**src/rtl/uart_rx_dma_ctrl_pkg.sv**
```systemverilog
// rtl/uart_rx_dma_ctrl_pkg.sv - shared types, FIFO record layout and trigger decode for the UART RX DMA drain
package uart_rx_dma_ctrl_pkg;

  localparam int FIFO_COUNTER_W = 5;
  localparam int FIFO_REC_WIDTH = 11;
  localparam int REC_DATA_LSB   = 3;
  localparam int ERR_W          = 3;

  // Error bit positions inside the FIFO record and err_stat
  localparam int ERR_BREAK   = 2;
  localparam int ERR_PARITY  = 1;
  localparam int ERR_FRAMING = 0;

  typedef enum logic [1:0] {
    ST_IDLE,
    ST_POP,
    ST_SETTLE,
    ST_REQ
  } state_e;

  function automatic logic [FIFO_COUNTER_W-1:0] trig_level(input logic [1:0] sel);
    case (sel)
      2'b00:   trig_level = FIFO_COUNTER_W'(1);
      2'b01:   trig_level = FIFO_COUNTER_W'(4);
      2'b10:   trig_level = FIFO_COUNTER_W'(8);
      default: trig_level = FIFO_COUNTER_W'(14);
    endcase
  endfunction

endpackage

```
**src/rtl/uart_rx_dma_ctrl_if.sv**
```systemverilog
// rtl/uart_rx_dma_ctrl_if.sv - req/ack word handshake between the RX drain and the DMA engine
interface uart_rx_dma_ctrl_if #(
  parameter int BYTES_PER_WORD = 4
);
  logic                          dma_req;
  logic [8*BYTES_PER_WORD-1:0]   dma_data;
  logic [2:0]                    dma_bytes;
  logic                          dma_ack;

  modport master (output dma_req, output dma_data, output dma_bytes, input dma_ack);
  modport slave  (input dma_req, input dma_data, input dma_bytes, output dma_ack);
endinterface

```
**src/rtl/uart_rx_pack.sv**
```systemverilog
// rtl/uart_rx_pack.sv - byte-lane packer: writes bytes lane by lane, counts them, clears on ack
module uart_rx_pack #(
  parameter int BYTES_PER_WORD = 4
) (
  input  logic                        clk,
  input  logic                        rst,
  input  logic                        wr_en,
  input  logic [7:0]                  wr_byte,
  input  logic                        clr,
  output logic [8*BYTES_PER_WORD-1:0] data,
  output logic [2:0]                  count,
  output logic                        full
);

  logic [8*BYTES_PER_WORD-1:0] data_q, data_d;
  logic [2:0]                  idx_q, idx_d;

  assign full  = (idx_q == 3'(BYTES_PER_WORD));
  assign data  = data_q;
  assign count = idx_q;

  // Clearing leaves unused lanes at zero for the next word
  always_comb begin
    data_d = data_q;
    idx_d  = idx_q;
    if (clr) begin
      data_d = '0;
      idx_d  = '0;
    end else if (wr_en && !full) begin
      for (int i = 0; i < BYTES_PER_WORD; i++) begin
        if (idx_q == 3'(i)) data_d[8*i +: 8] = wr_byte;
      end
      idx_d = idx_q + 3'd1;
    end
  end

  always_ff @(posedge clk or posedge rst) begin
    if (rst) begin
      data_q <= '0;
      idx_q  <= '0;
    end else begin
      data_q <= data_d;
      idx_q  <= idx_d;
    end
  end

endmodule

```
**src/rtl/uart_rx_dma_ctrl.sv**
```systemverilog
// rtl/uart_rx_dma_ctrl.sv - drains the UART RX FIFO into packed DMA words with sticky error status
module uart_rx_dma_ctrl
  import uart_rx_dma_ctrl_pkg::*;
#(
  parameter int BYTES_PER_WORD = 4
) (
  input  logic                      clk,
  input  logic                      wb_rst_i,
  input  logic                      dma_en,
  input  logic [1:0]                trig_lvl,
  input  logic [FIFO_COUNTER_W-1:0] rf_count,
  input  logic [FIFO_REC_WIDTH-1:0] rf_data_out,
  input  logic [9:0]                counter_t,
  output logic                      rf_pop,
  output logic [ERR_W-1:0]          err_stat,
  output logic                      err_irq,
  input  logic                      err_clr,
  uart_rx_dma_ctrl_if.master        dma
);

  state_e             state_q, state_d;
  logic [ERR_W-1:0]   err_q, err_d;
  logic               trig;
  logic               fifo_empty;
  logic               pack_wr, pack_clr, pack_full;
  logic [2:0]         pack_count;

  assign fifo_empty = (rf_count == '0);
  assign trig = dma_en && !fifo_empty &&
                ((rf_count >= trig_level(trig_lvl)) || (counter_t == 10'd0));

  uart_rx_pack #(.BYTES_PER_WORD(BYTES_PER_WORD)) u_pack (
    .clk     (clk),
    .rst     (wb_rst_i),
    .wr_en   (pack_wr),
    .wr_byte (rf_data_out[REC_DATA_LSB +: 8]),
    .clr     (pack_clr),
    .data    (dma.dma_data),
    .count   (pack_count),
    .full    (pack_full)
  );

  assign dma.dma_bytes = pack_count;
  assign dma.dma_req   = (state_q == ST_REQ);
  assign err_stat      = err_q;
  assign err_irq       = |err_q;

  always_comb begin
    state_d  = state_q;
    rf_pop   = 1'b0;
    pack_wr  = 1'b0;
    pack_clr = 1'b0;
    err_d    = err_clr ? '0 : err_q;
    case (state_q)
      ST_IDLE: if (trig) state_d = ST_POP;
      // A same-cycle dma_en drop aborts the pop so a disabled block never pops
      ST_POP: begin
        if (!dma_en) begin
          state_d = (pack_count == 3'd0) ? ST_IDLE : ST_REQ;
        end else begin
          rf_pop  = 1'b1;
          pack_wr = 1'b1;
          err_d   = err_d | rf_data_out[ERR_W-1:0];
          state_d = ST_SETTLE;
        end
      end
      ST_SETTLE: begin
        if (pack_full || fifo_empty || !dma_en) state_d = ST_REQ;
        else                                    state_d = ST_POP;
      end
      ST_REQ: begin
        if (dma.dma_ack) begin
          pack_clr = 1'b1;
          state_d  = (dma_en && !fifo_empty) ? ST_POP : ST_IDLE;
        end
      end
      default: state_d = ST_IDLE;
    endcase
  end

  always_ff @(posedge clk or posedge wb_rst_i) begin
    if (wb_rst_i) begin
      state_q <= ST_IDLE;
      err_q   <= '0;
    end else begin
      state_q <= state_d;
      err_q   <= err_d;
    end
  end

endmodule
```
**src/flat_wrapper.sv**
```systemverilog
// flat-port wrapper written by rule: the top's interface ports become plain ports
module uart_rx_dma_ctrl_flat import uart_rx_dma_ctrl_pkg::*;
#(
  parameter int BYTES_PER_WORD = 4
)
  (clk, wb_rst_i, dma_en, trig_lvl, rf_count, rf_data_out, counter_t, rf_pop, err_stat, err_irq, err_clr, dma_dma_req, dma_dma_data, dma_dma_bytes, dma_dma_ack);
  uart_rx_dma_ctrl_if #(.BYTES_PER_WORD(BYTES_PER_WORD)) dma_i ();
  input  logic clk;
  input  logic wb_rst_i;
  input  logic dma_en;
  input  logic [1:0] trig_lvl;
  input  logic [FIFO_COUNTER_W-1:0] rf_count;
  input  logic [FIFO_REC_WIDTH-1:0] rf_data_out;
  input  logic [9:0] counter_t;
  output logic rf_pop;
  output logic [ERR_W-1:0] err_stat;
  output logic err_irq;
  input  logic err_clr;
  output wire logic [$bits(dma_i.dma_req)-1:0] dma_dma_req;
  output wire logic [$bits(dma_i.dma_data)-1:0] dma_dma_data;
  output wire logic [$bits(dma_i.dma_bytes)-1:0] dma_dma_bytes;
  input wire logic [$bits(dma_i.dma_ack)-1:0] dma_dma_ack;
  assign dma_dma_req = dma_i.dma_req;
  assign dma_dma_data = dma_i.dma_data;
  assign dma_dma_bytes = dma_i.dma_bytes;
  assign dma_i.dma_ack = dma_dma_ack;
  uart_rx_dma_ctrl #(.BYTES_PER_WORD(BYTES_PER_WORD)) u_core (.clk(clk), .wb_rst_i(wb_rst_i), .dma_en(dma_en), .trig_lvl(trig_lvl), .rf_count(rf_count), .rf_data_out(rf_data_out), .counter_t(counter_t), .rf_pop(rf_pop), .err_stat(err_stat), .err_irq(err_irq), .err_clr(err_clr), .dma(dma_i));
endmodule
```
**config.mk**
```make
export PLATFORM = sky130hd
export DESIGN_NAME = uart_rx_dma_ctrl_flat
export DESIGN_NICKNAME = d
export VERILOG_FILES = /design/src/rtl/uart_rx_dma_ctrl_pkg.sv /design/src/rtl/uart_rx_dma_ctrl_if.sv /design/src/rtl/uart_rx_pack.sv /design/src/rtl/uart_rx_dma_ctrl.sv /design/src/flat_wrapper.sv
export SDC_FILE = /design/constraint.sdc
export NUM_CORES = 1
export LEC_CHECK = 0
export BUFFER_PORTS_ARGS = -buffer_cell sky130_fd_sc_hd__buf_2
export CAP_MARGIN = 20
export CORE_MARGIN = 10
export CORE_UTILIZATION = 48
export DETAILED_ROUTE_END_ITERATION = 10
export GPL_ROUTABILITY_DRIVEN = 0
export GPL_TIMING_DRIVEN = 0
export PLACE_DENSITY = 0.88
export SLEW_MARGIN = 20
export SYNTH_ARGS = -nofsm -noshare
export SYNTH_HDL_FRONTEND = slang
export SYNTH_SLANG_ARGS = --single-unit
```
**constraint.sdc**
```tcl
create_clock -name clk -period 1.63 [get_ports clk]
set_input_delay 0.326 -clock clk [delete_from_list [all_inputs] [get_ports clk]]
set_output_delay 0.326 -clock clk [all_outputs]
set_load 0.01 [all_outputs]
```
== Word level (Yosys, flattened, before mapping) ==
Index checks and enable logic that the tools add are counted.

* Eq/ne operators: 11
* Mux-type cells: 23
* Order comparisons: 1
* Add/sub/neg operators: 1
* Bitwise gates (word level): 1
* Reduce and logical (&&, ||, !) cells: 25

{| class="wikitable"
|+ Operators with widths
! kind !! count
|-
| 2-to-1 mux 32 bit || 2
|-
| 2-to-1 mux 8 bit || 4
|-
| 2-to-1 mux 3 bit || 5
|-
| one-hot mux 4 bit (3 select lines) || 1
|-
| zero test 10 bit || 1
|-
| 2-to-1 mux 2 bit || 5
|-
| AND reduction 2 bit || 5
|-
| nonzero test 2 bit || 5
|-
| one-hot mux 2 bit (4 select lines) || 1
|-
| == test 2 bit (second input constant) || 3
|-
| == test 3 x 2 -> 1 bit (second input constant) || 2
|-
| greater-or-equal comparator 5 x 4 -> 1 bit || 1
|-
| zero test 5 bit || 1
|-
| 2-to-1 mux 1 bit || 5
|-
| == test 2 x 1 -> 1 bit (second input constant) || 2
|-
| zero test 2 bit || 2
|-
| inequality test 2 x 1 -> 1 bit (second input constant) || 2
|-
| adder 3 x 1 -> 3 bit (second input constant) || 1
|-
| == test 3 x 1 -> 1 bit (second input constant) || 1
|-
| == test 3 bit (second input constant) || 1
|-
| logical AND 1 bit || 3
|-
| zero test 1 bit || 3
|-
| zero test 3 bit || 1
|-
| logical OR 1 bit || 3
|-
| 2 further kinds || 2
|}

* Bits of input ports: 33
* Register bits after elaboration: 40
* Word-level logic and storage cells: 69

== Logic depth before layout (Yosys ltp) ==
* Depth after elaboration: 7
* Depth in mapped cells: 6
* Gate-level depth less buffers: 6

== Cells and area by module ==
A second synthesis with hierarchy kept.

* Cell total of the unflattened synthesis: 217
* Area total of the unflattened synthesis: 2070.7 um^2

{| class="wikitable"
|+ By module, submodules not included
! module !! times used !! area an instance (um^2) !! cells each
|-
| uart_rx_pack || 1 || 1679.1 || 168
|-
| uart_rx_dma_ctrl || 1 || 391.6 || 49
|}

== Worst setup path before layout ==
Ideal clock, no wire load.

* Path kind: register to register
* Start point: register u_core.u_pack.idx_q[0], in the netlist u_core.u_pack.count[0]
* End point: register u_core.u_pack.idx_q[2], in the netlist u_core.u_pack.count[2]
* Setup slack: 0.149 ns
* Clock period less this slack: 1.481 ns
* Cell stages (with the launch flop): 6
* Arrival: 1.341 ns
* Path through: dfrtp_1 > inv_1 > ha_1 > clkbuf_1 > o311ai_0 > o21ai_0

* Word-level cells in the longest chain between the ends: 4
* Elaborated cells between the ends (all ways): 7

{| class="wikitable"
|+ Ends and longest elaborated chain
! item !! line !! text
|-
| start: declaration || uart_rx_pack.sv:16 || <nowiki>logic [2:0] idx_q, idx_d;</nowiki>
|-
| start signal: assignment || uart_rx_pack.sv:43 || <nowiki>idx_q <= idx_d;</nowiki>
|-
| branches (longest 4 deep; another with adder 3 x 1 -> 3 bit) || n/a ||
|}

Several ways; the timed one is not identified. The select of a mux whose other input is x is not followed.
A chain may end at the register's enable or synchronous reset.

== Worst setup path after layout ==
* Start point: register u_core.state_q[0]
* End point: output rf_pop

* Word-level cells in the longest chain between the ends: 2

{| class="wikitable"
|+ Ends and longest elaborated chain
! item !! line !! text
|-
| start: declaration || uart_rx_dma_ctrl.sv:21 || <nowiki>state_e state_q, state_d;</nowiki>
|-
| start signal: assignment || uart_rx_dma_ctrl.sv:86 || <nowiki>state_q <= state_d;</nowiki>
|-
| == test 2 x 1 -> 1 bit || uart_rx_dma_ctrl.sv:54 || <nowiki>case (state_q)</nowiki>
|-
| 2-to-1 mux 1 bit || uart_rx_dma_ctrl.sv:54 ||
|-
| end: declaration || flat_wrapper.sv:15 || <nowiki>output logic rf_pop;</nowiki>
|}

Every way passes these cells.

==> results.md <==
- Worst Tran Pin Value: 0.425 ns
- Final setup fails: 0
- Endpoints failing hold: 0
- Wirelength per Cell: 15.5 um
- Synthesis-stage register bit count: 40
- Static Leak: 1.38 nW
- Synthesized instance count: 209
- Worst Reg-to-Reg Cells: 5
- Largest net degree at the start of global routing: 24
- Synth Net Count: 251
- Synth top area share: 51.2%
- Share of layout cells above drive strength 1: 34.5%
- Final nets: 331
- Synth async-reset ratio: 100%
- Filler cells: 337
- CP Capture Type: primary output
- Number of antenna violations at the first check in global routing: 0
- Post-synthesis average cell area: 9.35 um^2
- Most common library cells after synthesis: 40 x dfrtp_1, 34 x nand2_1, 28 x nand3_1, 25 x a21oi_1, 13 x inv_1
- Syn. warnings: 0
- RSZ-0062 raised after global routing: no
- Antenna-violating nets left: 0
- Clock latency on the worst-skew pair: 0.29 ns
- Outcome: finished, final reports clean
- Die boundary height: 83.8 um
- Mapped Area: 0.00195 mm^2
- CP Launch Type: flip-flop
- Worst Path Required: 1.30 ns
- WP data arrival: 1.25 ns
- Hold Crit Class: in2async
- Worst rel slew slack: 71.6%
- Layout Skew: 0.00602 ns
- Max Slew Vio Count: 0
- Synth cell types: 28
- Reg-to-reg critical path startpoint: u_core.u_pack.count[0]
- Power per cell area: 1590 mW/mm^2
- Clk pin slew, worst setup/hold paths: 0.07 ns
- Sequential fraction of the synthesis area: 51.2%
- Num CTS Buffers: 5
- GRT overflow: 0
- Critical path class: reg2out
- First-pass GRT wire length: 8750 um
- Crit share post-route: 96.9%
- Post-synth EDFFs: 0
- CTS max path bufs: 2
- Vias in the first global route: 1802
- DRC Markers: 0
- Starting DRT DRC Count: 128
- Fmax: 633 MHz
- H-tree depth: 2
- Placement Rows: 23
- Global Route Usage Sum: 15.2%
- CP max FO: 10
- I/O pins: 74
- Most frequent cell after synthesis: dfrtp_1
- Area delta synth->final: 29.4%
- Vias/cell: 5.24
- Min Clock Period, post-route: 1.58 ns
- Synth top area cells: dfrtp_1 51%, nand3_1 7.2%, nand2_1 6.5%
- Prevailing post-synth register cell: dfrtp_1
- Antenna cell count: 0
- Root Buffer: clkbuf_8
- Core area: 0.00397 mm^2
- Max-Cap Viols: 0
- Area leader, netlist: dfrtp_1
- Drt total wl: 5270 um
- Die W: 83.8 um
- DRT Pass-1 Iters: 4
- Effective utilization at floorplan: 49.2%
- Worst R2R Setup Slack: 0.12 ns
- Die Area: 0.00702 mm^2
- Reg-to-reg endpoint: u_core.u_pack.count[2]
- CTS Sinks: 40
- Hpwl dp: 4180 um
- Fin Setup TNS: 0 ns
- CTS tree: yes
- Hold Slack: 0.0244 ns
- Port bufs: 73
- Routed via count: 1782
- Max IR drop VDD: 0.707 mV
## final cells by class
type,instances,area (um^2),share of cell area (%)
buffer,10,57.6,2.28
clock buffer,6,72.6,2.87
clock inverter,2,35.0,1.39
inverter,13,48.8,1.93
multi-input combinational,144,846,33.5
sequential,40,1000,39.8
tap,50,62.6,2.48
timing repair buffer,75,400,15.8
## kinds of logic (layout without fill, tap and decap cells)
family	Yosys count	count (layout)	share of synthesized area (%)
flops	40	40	51.2
compound gates	41	41	11.9
buf+inv	25	106	5.57
simple gates	86	86	21.4
fa+ha+maj	9	9	5.77
mux	8	8	4.10
## report_power, final
part           internal [mW]  switching (mW)
logic                  0.677           0.986
clock network          0.454           0.336
registers               1.33           0.230
## worst max path at each step
stage                            from  slack (ns)                endpoint  cells past startpoint
5_1_grt             u_core.state_q[0]      0.0007                  rf_pop                      3
3_5_place_dp   u_core.u_pack.count[0]       -0.01  u_core.u_pack.count[2]                      5
2_1_floorplan  u_core.u_pack.count[0]        0.15  u_core.u_pack.count[2]                      5
3_3_place_gp                 wb_rst_i       -0.12  u_core.u_pack.data[25]                      2
4_1_cts             u_core.state_q[0]       0.002                  rf_pop                      3
6_report            u_core.state_q[0]        0.05                  rf_pop                      3
## worst max-delay path: stages (launching register included)
cell and delay (ns):
dfrtp_2 0.47, and3b_1 0.19, buf_4 0.16, buf_2 0.14
## cells in the final DEF (no fill, tap or decap), types with 3 or more instances in the layout
cell,Yosys,layout
a21oi_1,25,25
buf_2,3,74
buf_4,3,5
clkbuf_1,6,3
clkbuf_2,0,3
clkbuf_8,0,5
dfrtp_1,40,37
dfrtp_2,0,3
ha_1,9,8
inv_1,13,12
mux2i_1,8,8
nand2_1,34,34
nand3_1,28,28
nor2_1,11,11
o21ai_0,9,9
## timing repair
item,CTS,global route
setup endpoints to repair,3,23
gates resized for setup,4,7
buffers inserted,0,1
hold buffers,0,0
## sequential cells by signal (all words and copies together), names as in the netlist
name	cells
u_core.err_stat	3
u_core.state_q	2
u_core.u_pack.count	3
u_core.u_pack.data	32
## through the flow
step	power, mW	util [%]	worst slack (ns)	cell area, um^2	std cells
after floorplan	2.55	-	0.149	1950	209
final	4.02	63.6	0.0509	2530	340
after global routing	4.33	63.6	0.000673	2530	340
after global placement	3.15	60.0	-0.121	2380	332
after detailed placement	3.22	60.6	-0.0107	2410	333
after CTS	4.03	63.4	0.00190	2520	340
## per-layer routing
metal  global-route usage, %  vias up  wire length, um
met2                    24.7       57             2670
met1                    18.0      842             2170
met3                    4.88        8              341
met4                    6.24        0               91
li1                        -      875                -
met5                       0        -                0
Note: power is estimated with default switching activity, not from simulation.
